`src/rtl/sweeper_pkg.sv`:
```
// Shared state encoding and table-indexing helpers for the truth-table sweeper.
package sweeper_pkg;

  localparam int unsigned STATE_W = 2;

  localparam logic [STATE_W-1:0] S_IDLE   = 2'd0;
  localparam logic [STATE_W-1:0] S_DRIVE  = 2'd1;
  localparam logic [STATE_W-1:0] S_FINISH = 2'd2;

  // Number of input combinations for an n_in-input circuit.
  function automatic int unsigned vec_count(input int unsigned n_in);
    return 32'd1 << n_in;
  endfunction

  // Low bit of the table slice belonging to vector idx.
  function automatic int unsigned slice_lo(input int unsigned idx, input int unsigned n_out);
    return idx * n_out;
  endfunction

endpackage

```
`src/rtl/hold_timer.sv`:
```
// Loadable down-counter that times how long each vector is held.
module hold_timer #(
  parameter int unsigned HOLD = 10
) (
  input  logic clk,
  input  logic rst_n,
  input  logic load,
  input  logic en,
  output logic zero
);

  localparam int unsigned   CW     = $clog2(HOLD) + 1;
  localparam logic [CW-1:0] RELOAD = CW'(HOLD - 1);

  logic [CW-1:0] cnt;

  // Count down while enabled; zero is registered alongside the count so it lines up with it.
  always_ff @(posedge clk or negedge rst_n) begin
    if (!rst_n) begin
      cnt  <= '0;
      zero <= 1'b1;
    end else if (load) begin
      cnt  <= RELOAD;
      zero <= (RELOAD == '0);
    end else if (en && !zero) begin
      cnt  <= cnt - CW'(1);
      zero <= (cnt == CW'(1));
    end
  end

endmodule

```
`src/rtl/truth_table_sweeper.sv`:
```
// Walks every input combination into a circuit under test, captures its truth table
// and scores it against an expected table.
module truth_table_sweeper
  import sweeper_pkg::*;
#(
  parameter int unsigned N_IN  = 3,
  parameter int unsigned N_OUT = 2,
  parameter int unsigned HOLD  = 10
) (
  input  logic                                clk,
  input  logic                                rst_n,
  input  logic                                start,
  output logic [N_IN-1:0]                     vec,
  input  logic [N_OUT-1:0]                    resp,
  input  logic [vec_count(N_IN)*N_OUT-1:0]    exp_tbl,
  output logic [vec_count(N_IN)*N_OUT-1:0]    cap_tbl,
  output logic                                busy,
  output logic                                done,
  output logic [N_IN:0]                       mismatch_cnt,
  output logic                                pass
);

  localparam int unsigned     CNT_W    = N_IN + 1;
  localparam logic [N_IN-1:0] VEC_LAST = '1;

  logic [STATE_W-1:0] state;
  logic [STATE_W-1:0] state_nxt;
  logic               accept;
  logic               sample;
  logic               last;
  logic               zero;
  logic               timer_load;
  logic               timer_en;
  logic [N_OUT-1:0]   exp_slice;
  logic               miss;
  logic [CNT_W-1:0]   cnt_nxt;

  // Expected response for the current vector and the scoring it implies.
  always_comb begin
    exp_slice = exp_tbl[slice_lo(32'(vec), N_OUT) +: N_OUT];
    miss      = (resp != exp_slice);
    cnt_nxt   = mismatch_cnt + CNT_W'(miss);
    last      = (vec == VEC_LAST);
  end

  // Next-state and datapath strobes.
  always_comb begin
    state_nxt = state;
    accept    = 1'b0;
    sample    = 1'b0;
    case (state)
      S_IDLE: begin
        if (start) begin
          accept    = 1'b1;
          state_nxt = S_DRIVE;
        end
      end
      S_DRIVE: begin
        if (zero) begin
          sample = 1'b1;
          if (last) state_nxt = S_FINISH;
        end
      end
      S_FINISH: state_nxt = S_IDLE;
      default:  state_nxt = S_IDLE;
    endcase
  end

  // State register.
  always_ff @(posedge clk or negedge rst_n) begin
    if (!rst_n) state <= S_IDLE;
    else        state <= state_nxt;
  end

  // Reload on start and after every sample except the final one.
  always_comb begin
    timer_load = accept | (sample & ~last);
    timer_en   = (state == S_DRIVE);
  end

  hold_timer #(
    .HOLD (HOLD)
  ) u_hold_timer (
    .clk   (clk),
    .rst_n (rst_n),
    .load  (timer_load),
    .en    (timer_en),
    .zero  (zero)
  );

  // Vector register, capture table, mismatch counter and status flags.
  always_ff @(posedge clk or negedge rst_n) begin
    if (!rst_n) begin
      vec          <= '0;
      cap_tbl      <= '0;
      mismatch_cnt <= '0;
      busy         <= 1'b0;
      done         <= 1'b0;
      pass         <= 1'b0;
    end else begin
      done <= 1'b0;
      if (accept) begin
        vec          <= '0;
        cap_tbl      <= '0;
        mismatch_cnt <= '0;
        pass         <= 1'b0;
        busy         <= 1'b1;
      end else if (sample) begin
        cap_tbl[slice_lo(32'(vec), N_OUT) +: N_OUT] <= resp;
        mismatch_cnt <= cnt_nxt;
        if (last) begin
          busy <= 1'b0;
          done <= 1'b1;
          pass <= (cnt_nxt == '0);
        end else begin
          vec <= vec + N_IN'(1);
        end
      end
    end
  end

endmodule

```
`config.mk`:
```
export PLATFORM = sky130hd
export DESIGN_NAME = truth_table_sweeper
export DESIGN_NICKNAME = d
export VERILOG_FILES = /design/src/rtl/sweeper_pkg.sv /design/src/rtl/hold_timer.sv /design/src/rtl/truth_table_sweeper.sv
export SDC_FILE = /design/constraint.sdc
export NUM_CORES = 1
export LEC_CHECK = 0
export BUFFER_PORTS_ARGS = -buffer_cell sky130_fd_sc_hd__buf_2
export CORE_MARGIN = 2
export CORE_UTILIZATION = 50
export DETAILED_ROUTE_END_ITERATION = 8
export GPL_TIMING_DRIVEN = 0
export PLACE_DENSITY = 0.76
export SLEW_MARGIN = 30
export SYNTH_ARGS = -nofsm -noshare
export SYNTH_HDL_FRONTEND = slang
export SYNTH_SLANG_ARGS = --single-unit
export TNS_END_PERCENT = 50
```
`constraint.sdc`:
```
create_clock -name clk -period 5.8 [get_ports clk]
set_input_delay 1.16 -clock clk [delete_from_list [all_inputs] [get_ports clk]]
set_output_delay 1.16 -clock clk [all_outputs]
set_load 0.01 [all_outputs]
```
==> flow_summary.ini, run 1 <==
[placed_design]
finalWeightedCongestion = 0.738
dp_slack_ns = 2.47
post-dp-hpwl_um = 2770
post-place-cells = 266
io_buffers = 44

[sta]
fmax_ghz = 0.334
finalMaxSlewViolations = 0
rsz0062_at_grt = false
fin_setup_tns_ns = 0
skew_ns = 0.00569
fin_crit_ns = 3.00
slew_headroom_pct = 49.5
finalHoldViolCount = 0
setup_slack_ns = 2.80
min_period_over_period_pct = 51.7
worst_pin_slew_ns = 0.758
setup_viol = 0

[die]
core_um2 = 3630
die_height_um = 65.0
ios = 47
fp.dieW_um = 65.0
start_util_pct = 51.3
rows = 22
die_area_um2 = 4230

[clocking]
root_buffer = clkbuf_8
cts_tree = built
h-tree-depth = 2
post_cts_buffers = 0
cts-resized-gates = 0
clk_pin_slew_ns = 0.06
cts_buffer_depth = 2
cts_buffers = 5
hold_buffers = 0
clk-insertion-delay-late_ns = 0.29
cts_sinks = 34

[logic_synthesis]
syn_nets = 203
yosys_warnings = 0
yosysUniqueCellTypes = 39
syn_inst = 174
synth_area_per_cell_um2 = 10.7
synth_edf_count = 0
synth.most_common_cell = dfrtp_1
synth-seq-cells = 34
yosys.area.top_type_share_pct = 44.3
synth_top_family_by_area = simple AND/OR/NAND/NOR gates
synthArstFlopShare_pct = 100
synth-main-ff-cell = dfrtp_1
synth_fa_ha_area_share_pct = 5.37
muxShareOfSynthArea_pct = 13.8
synth_compound_area_share_pct = 6.98
synth_area_um2 = 1860
synthSimpleGateAreaFrac_pct = 20.3
ys_seq_area_share_pct = 45.7
synthXorXnorAreaFrac_pct = 3.29
ys_top_cells_by_count = 33 x dfrtp_1, 18 x nand2_1, 15 x nor2_1
synth_largest_area_cell = dfrtp_1
synthTopCellsByArea = dfrtp_1 44%, mux2i_1 7.5%, mux4_1 5.6%

[detailed_routing]
wirelength_um = 3730
drc = 0
firstDrtPassIters = 4
viasPerCell = 5.33
vias = 1460
antenna_left = 0
drt_iter0_markers = 81
post_drt_wl_per_cell_um = 13.6

[global_route]
antenna_found_initial = 0
grt_start_max_net_pins = 35
grt_usage_pct = 19.4
grt-ovfl-total = 0
grt_pass1_wl_um = 6220
grt_pass1_vias = 1446

[run]
timing.max_cap.violations = 0

[power]
peakVddDrop_v = 0.000198
p_leak_uw = 0.00115
powerDensity_nw_per_um2 = 443

[hold_path]
min_from = busy$_DFFE_PN0P_
hold_class = reg -> reg

[cells_and_area]
drive_gt1_share_pct = 30.1
nets = 254
post-route-util_pct = 61.5
n_antenna_cell = 0
syn_to_final_growth_pct = 19.9
finalNonFillerCells = 274

[worst_setup_path]
critPathCaptureType = flop
critPathArrivalTime_ns = 3.16
r2r-start = vec[0]$_DFFE_PN0P_
critPathMaxFanout = 3
required_ns = 5.97
startpoint = exp_tbl[10]
startpoint_type = input pin
critical_path_class = in -> reg

[status]
outcome = finished, final reports clean
where the power goes:
part / switching (uW) / internal (uW)
Sequential: 52.4 / 313
Clock: 84.8 / 95.7
Combinational: 241 / 204
Total: 378 / 612
final cells by class:
class                           instances  area, um2
Buffer                                 10       53.8
Sequential cell                        34        852
Timing Repair Buffer                   44        220
Inverter                                8       30.0
Clock inverter                          1       5.00
Fill cell                             334       1400
Tap cell                               48       60.1
Clock buffer                            7       86.3
Multi-Input combinational cell        122        927
state kept, by name, indices dropped and copies added (netlist names):
| register | cells |
|---|---|
| cap_tbl | 16 |
| u_hold_timer.cnt | 5 |
| mismatch_cnt | 4 |
| vec | 3 |
| state | 2 |
| busy | 1 |
| done | 1 |
| pass | 1 |
| u_hold_timer.zero | 1 |
layout by cell type, fill, tap and decap left out, types with 2 or more instances in the layout:
cell type,Yosys,final
dfrtp_1,33,33
nand2b_1,3,3
xor2_1,3,3
mux4_1,4,4
clkbuf_1,2,3
xnor2_1,4,4
nor3b_1,2,2
clkbuf_8,0,6
inv_1,8,8
buf_2,7,51
nand3b_1,3,3
nor2_2,2,2
a22o_1,5,5
ha_1,8,8
nand3_1,7,7
nor3_1,8,8
nand2_1,18,18
a21oi_1,4,4
nor2_1,15,15
o21ai_0,5,5
mux2i_1,14,14
metal layers:
metal | track usage, % | up-vias | routed length (um)
li1 | - | 722 | -
met1 | 24.3 | 692 | 1710
met2 | 32.2 | 42 | 1750
met3 | 5.21 | 4 | 231
met4 | 7.03 | 0 | 45
met5 | 0 | - | 0
metrics by stage:
stage | area, um2 | hold WS [ns] | power [uW]
2_1_floorplan | 1860 | 0.489 | 684
3_3_place_gp | 2140 | 0.456 | 802
3_5_place_dp | 2140 | 0.464 | 815
4_1_cts | 2230 | 0.479 | 998
5_1_grt | 2230 | 0.498 | 1070
6_report | 2230 | 0.471 | 990
path summary, 6_finish.rpt:
check,cells past startpoint,endpoint,slack [ns]
worst max register to register,10,pass$_DFFE_PN0P_,2.99
worst max-delay path,10,pass$_DFFE_PN0P_,2.80
worst min-delay path,2,busy$_DFFE_PN0P_,0.47
min in group asynchronous,1,u_hold_timer.cnt[1]$_DFFE_PN0P_,0.94
worst min register to register,2,busy$_DFFE_PN0P_,0.47
max in group asynchronous,1,cap_tbl[4]$_DFFE_PN0P_,4.38
worst max-delay path, stage by stage:
cell     delay, ns
buf_2         0.09
mux4_1        0.49
mux2i_1       0.21
xor2_1        0.16
nand2_1       0.09
ha_1          0.22
ha_1          0.21
nor3_1        0.18
a31oi_1       0.07
o41ai_1       0.27
logic make-up (layout without fill, tap and decap cells):
| kind of cell | after synthesis | in the layout |
|---|---|---|
| buf+inv | 18 | 70 |
| simple gates | 69 | 69 |
| mux | 19 | 19 |
| xor+xnor | 7 | 7 |
| fa+ha+maj | 8 | 8 |
| compound gates | 19 | 19 |
| flops | 34 | 34 |
Power figures use the tool's default switching activity.
==> run 2, diff against run 1 <==
Settings changed: ABC_AREA set to 1, CORE_UTILIZATION 50 to 48.
Clock period 5.8 ns to 2.5 ns, I/O delays scaled along.
==> flow_summary.ini, run 2 <==
[clocking]
post_cts_buffers = 0
root_buffer = clkbuf_8
h-tree-depth = 2
clk_pin_slew_ns = 0.07
cts_sinks = 34
cts-resized-gates = 0
cts_tree = built
cts_buffer_depth = 2
clk-insertion-delay-late_ns = 0.29
cts_buffers = 5
hold_buffers = 0

[logic_synthesis]
ys_top_cells_by_count = 52 x nand2_1, 41 x inv_1, 33 x dfrtp_1
synth_area_per_cell_um2 = 7.84
synthTopCellsByArea = dfrtp_1 42%, nand2_1 10%, nand3_1 8.2%
synth.most_common_cell = nand2_1
synthArstFlopShare_pct = 100
yosys.area.top_type_share_pct = 42.1
ys_seq_area_share_pct = 43.5
syn_inst = 250
syn_nets = 279
synth_largest_area_cell = dfrtp_1
synth_edf_count = 0
yosys_warnings = 0
synth_area_um2 = 1960
synth-main-ff-cell = dfrtp_1
yosysUniqueCellTypes = 25
synth-seq-cells = 34

[power]
combPwrFrac_pct = 43.8
p_int_uw = 1430
totalPowerFinal_uw = 2410
swShare_pct = 40.6
power_frac_clock_pct = 25.8
switchingPower_uw = 979
peakVddDrop_v = 0.000608
powerDensity_nw_per_um2 = 1010
seqPwrFrac_pct = 30.3
p_leak_uw = 0.00134

[sta]
fmax_ghz = 0.457
worst_pin_slew_ns = 0.741
slew_headroom_pct = 50.6
finalMaxSlewViolations = 0
skew_ns = 0.00481
setup_viol = 0
fin_crit_ns = 2.19
finalHoldViolCount = 0
min_period_over_period_pct = 87.5
rsz0062_at_grt = false
fin_setup_tns_ns = 0

[cells_and_area]
syn_to_final_growth_pct = 22.2
drive_gt1_share_pct = 26.3
final_common_cell = nand2_1
n_antenna_cell = 0
layout_common_cells = 52 x nand2_1, 46 x buf_2, 41 x inv_1
largest-register = cap_tbl
largest_register_ffs = 16
nets = 332
reg_top3 = cap_tbl x16, u_hold_timer.cnt x5, mismatch_cnt x4

[global_route]
antenna_found_initial = 0
grt_pass1_wl_um = 7120
grt_pass1_vias = 1661
grt_usage_pct = 20.4
grt-ovfl-total = 0
grt_start_max_net_pins = 35

[worst_setup_path]
critPathArrivalTime_ns = 2.39
critical_path_class = reg -> reg
critPathMaxFanout = 10
critPathCaptureType = flop
startpoint_type = flop
required_ns = 2.70

[placed_design]
finalWeightedCongestion = 0.871
io_buffers = 46
post-dp-hpwl_um = 3110

[detailed_routing]
antenna_left = 0
vias = 1730
viasPerCell = 4.89
drc = 0
firstDrtPassIters = 4
drt_iter0_markers = 57
post_drt_wl_per_cell_um = 11.5
wirelength_um = 4090

[die]
rows = 23
core_um2 = 3970
die_area_um2 = 4610
start_util_pct = 49.4
ios = 47
fp.dieW_um = 67.9
die_height_um = 67.9

[status]
outcome = finished, final reports clean

[hold_path]
hold_class = in -> async

[run]
timing.max_cap.violations = 0
-- run 2: through the flow --
step / hold WS (ns) / utilization, % / instances / instance area (um2) / setup WS (ns)
2_1_floorplan: 0.204 / - / 250 / 1960 / 0.511
3_3_place_gp: 0.470 / 56.7 / 346 / 2250 / 0.346
3_5_place_dp: 0.474 / 56.7 / 346 / 2250 / 0.305
4_1_cts: 0.306 / 60.3 / 354 / 2400 / 0.293
5_1_grt: 0.348 / 60.3 / 354 / 2400 / 0.0658
6_report: 0.274 / 60.3 / 354 / 2400 / 0.313
-- run 2: power groups by stage --
| stage | combinational, uW | clock [uW] | sequential (uW) |
|---|---|---|---|
| CTS | 1060 | 636 | 733 |
| global placement | 1030 | 0 | 739 |
| detailed placement | 1050 | 0 | 742 |
| floorplan | 797 | 0 | 742 |
| global route | 1200 | 661 | 745 |
| finish | 1060 | 622 | 731 |
-- run 2: worst paths after layout --
check	cells past startpoint	slack, ns	startpoint	end
worst min-delay path	1	0.27	rst_n	cap_tbl[7]$_DFFE_PN0P_
min in group clk	2	0.49	cap_tbl[4]$_DFFE_PN0P_	cap_tbl[4]$_DFFE_PN0P_
worst min register to register	2	0.49	cap_tbl[4]$_DFFE_PN0P_	cap_tbl[4]$_DFFE_PN0P_
worst max register to register	16	0.31	vec[0]$_DFFE_PN0P_	pass$_DFFE_PN0P_
worst max-delay path	16	0.31	vec[0]$_DFFE_PN0P_	pass$_DFFE_PN0P_
max in group asynchronous	1	1.75	rst_n	mismatch_cnt[0]$_DFFE_PN0P_
-- run 2: cell families after synthesis --
group | count (synthesis) | share of synthesized area (%)
simple gates | 125 | 31.0
xor+xnor | 3 | 1.34
fa+ha+maj | 8 | 5.11
compound gates | 28 | 8.04
buf+inv | 52 | 11.1
flops | 34 | 43.5
-- run 2: final cells by class --
type | count | area, um2
flip-flops and latches | 34 | 852
repair buffers | 46 | 230
inverters | 49 | 191
clock inverters | 2 | 60.1
multi-input cells | 164 | 891
clock buffers | 6 | 82.6
plain buffers | 3 | 26.3
well taps | 50 | 62.6
fillers | 368 | 1580
-- run 2: worst max-delay path: stages, from the launching register on --
cell and delay [ns]:
dfrtp_1 0.49, inv_2 0.12, buf_6 0.16, nand2_1 0.05
nand3_1 0.06, nand3_1 0.11, nand2_1 0.05, nand2_1 0.05
nand2_1 0.04, inv_1 0.04, nand2_1 0.05, ha_1 0.20
ha_1 0.19, xor2_1 0.18, nor3_1 0.15, nand3_1 0.08
o21ai_0 0.09
-- run 2: metal layers --
metal / vias up / GRT usage, % / wire length, um / part of all wire [%]
met5: - / 0 / 0 / 0
met3: 5 / 4.11 / 163 / 4.0
met2: 28 / 35.7 / 2090 / 51
met4: 0 / 9.00 / 38 / 0.93
met1: 798 / 24.0 / 1800 / 44
li1: 899 / - / - / -
==> run 3, diff against run 2 <==
Settings changed: ABC_AREA 1 to unset, CORE_UTILIZATION 48 to 47, PLACE_DENSITY 0.76 to 0.75.
==> flow_summary.ini, run 3 (same netlist as run 1, synthesis figures left out) <==
[status]
outcome = finished, final reports clean

[sta]
fin_setup_tns_ns = 0
fin_crit_ns = 2.42
finalMaxSlewViolations = 0
finalHoldViolCount = 0
min_period_over_period_pct = 96.7
setup_viol = 0
worst_pin_slew_ns = 0.753
skew_ns = 0.00322
setup_slack_ns = 0.0817
fmax_ghz = 0.414
holdWs_ns = 0.276
rsz0062_at_grt = true
slew_headroom_pct = 49.8

[global_route]
top_usage_layer = met2
grt-ovfl-total = 0
met3_usage_pct = 4.90
grt_pass1_wl_um = 7040
antenna_found_initial = 0
grt_start_max_net_pins = 35
use_met2_pct = 34.6
grt_pass1_vias = 1523
globalRouteMet1Util_pct = 27.2
grt_usage_pct = 21.3

[placed_design]
dp_slack_ns = -0.222
post-place-cells = 266
io_buffers = 44
finalWeightedCongestion = 0.759
post-dp-hpwl_um = 2850

[detailed_routing]
drt_iter0_markers = 139
post_drt_wl_per_cell_um = 14.6
vias = 1495
wirelength_um = 4050
viasPerCell = 5.40
antenna_left = 0
drc = 0
firstDrtPassIters = 4

[power]
p_leak_uw = 0.00115
powerDensity_nw_per_um2 = 1050
peakVddDrop_v = 0.000526

[cells_and_area]
fillers = 341
multiInputGateArea_um2 = 950
nets = 257
syn_to_final_growth_pct = 22.2
finalNonFillerCells = 277
register_area_um2 = 853
post-route-util_pct = 60.8
layout_common_cells = 50 x buf_2, 32 x dfrtp_1, 17 x nand2_1
final_common_cell = buf_2
largest_register_ffs = 16
reg_top3 = cap_tbl x16, u_hold_timer.cnt x5, mismatch_cnt x4
n_antenna_cell = 0
largest-register = cap_tbl
drive_gt1_share_pct = 34.1

[worst_setup_path]
critPathMaxFanout = 4
startpoint_type = flop
critPathCaptureType = flop
critPathArrivalTime_ns = 2.60
ff2ff_setup_slack_ns = 0.08
critical_path_class = reg -> reg
required_ns = 2.68

[die]
ios = 47
fp.dieW_um = 67.0
core_um2 = 3740
die_area_um2 = 4480
die_height_um = 67.0
rows = 22
start_util_pct = 49.8

[clocking]
hold_buffers = 0
cts_buffer_depth = 2
cts_tree = built
h-tree-depth = 2
clk-insertion-delay-late_ns = 0.29
cts_sinks = 34
root_buffer = clkbuf_8
clk_pin_slew_ns = 0.07
cts_buffers = 5

[hold_path]
hold_class = in -> async

[run]
timing.max_cap.violations = 0
[run 3: cell types whose count changed in the layout (fill, tap and decap cells not counted), moves of 5 or more]
cell	previous run	this run
clkbuf_1	0	5
inv_1	41	8
inv_2	6	0
mux2i_1	0	14
nand2_1	52	17
nand3_1	32	7
o21ai_0	12	5
o22ai_1	5	0
[run 3: report_power, final]
part / switching [uW] / internal (uW) / total [uW]
Combinational: 602 / 539 / 1140
Sequential: 125 / 727 / 852
Clock: 198 / 198 / 396
Total: 925 / 1460 / 2390
[run 3: timing repair]
| action | CTS | global route |
|---|---|---|
| gates resized for setup | 10 | 2 |
| setup buffers | 3 | 0 |
| pin swaps | 6 | 1 |
| endpoints found under the setup margin | 2 | 5 |
[run 3: layout make-up]
| type | count | share of cell area, % |
|---|---|---|
| timing repair buffer | 47 | 10.7 |
| sequential | 34 | 37.5 |
| clock buffer | 8 | 3.52 |
| multi-input combinational | 122 | 41.7 |
| tap | 48 | 2.64 |
| buffer | 10 | 2.64 |
| inverter | 8 | 1.32 |
[run 3: final timing paths]
| kind | depth (start not counted) | end | from |
|---|---|---|---|
| setup / recovery | 10 | pass$_DFFE_PN0P_ | vec[0]$_DFFE_PN0P_ |
| hold / removal | 1 | u_hold_timer.cnt[1]$_DFFE_PN0P_ | rst_n |
| setup reg to reg | 10 | pass$_DFFE_PN0P_ | vec[0]$_DFFE_PN0P_ |
| hold reg to reg | 2 | busy$_DFFE_PN0P_ | busy$_DFFE_PN0P_ |
| max in group asynchronous | 1 | vec[0]$_DFFE_PN0P_ | rst_n |
| min in group clk | 2 | busy$_DFFE_PN0P_ | busy$_DFFE_PN0P_ |
[run 3: stage by stage]
stage,area [um2],power (uW)
after floorplan,1870,1590
after global placement,2150,1870
after detailed placement,2150,1900
after CTS,2260,2380
after global routing,2280,2580
final,2280,2390
[run 3: per-layer routing]
metal  part of all wire (%)  wire, um
met1                     46      1850
met2                     48      1940
met3                    4.6       187
met4                    1.9        75
met5                      0         0
[run 3: critical path: stages, from the launching register on]
cell and delay [ns]:
dfrtp_2 0.41, buf_6 0.14, mux4_2 0.48, mux2i_1 0.19, xor2_1 0.17, nand2_1 0.12
ha_2 0.24, nand2_2 0.08, xor2_1 0.15, a31oi_1 0.10, o41ai_1 0.24
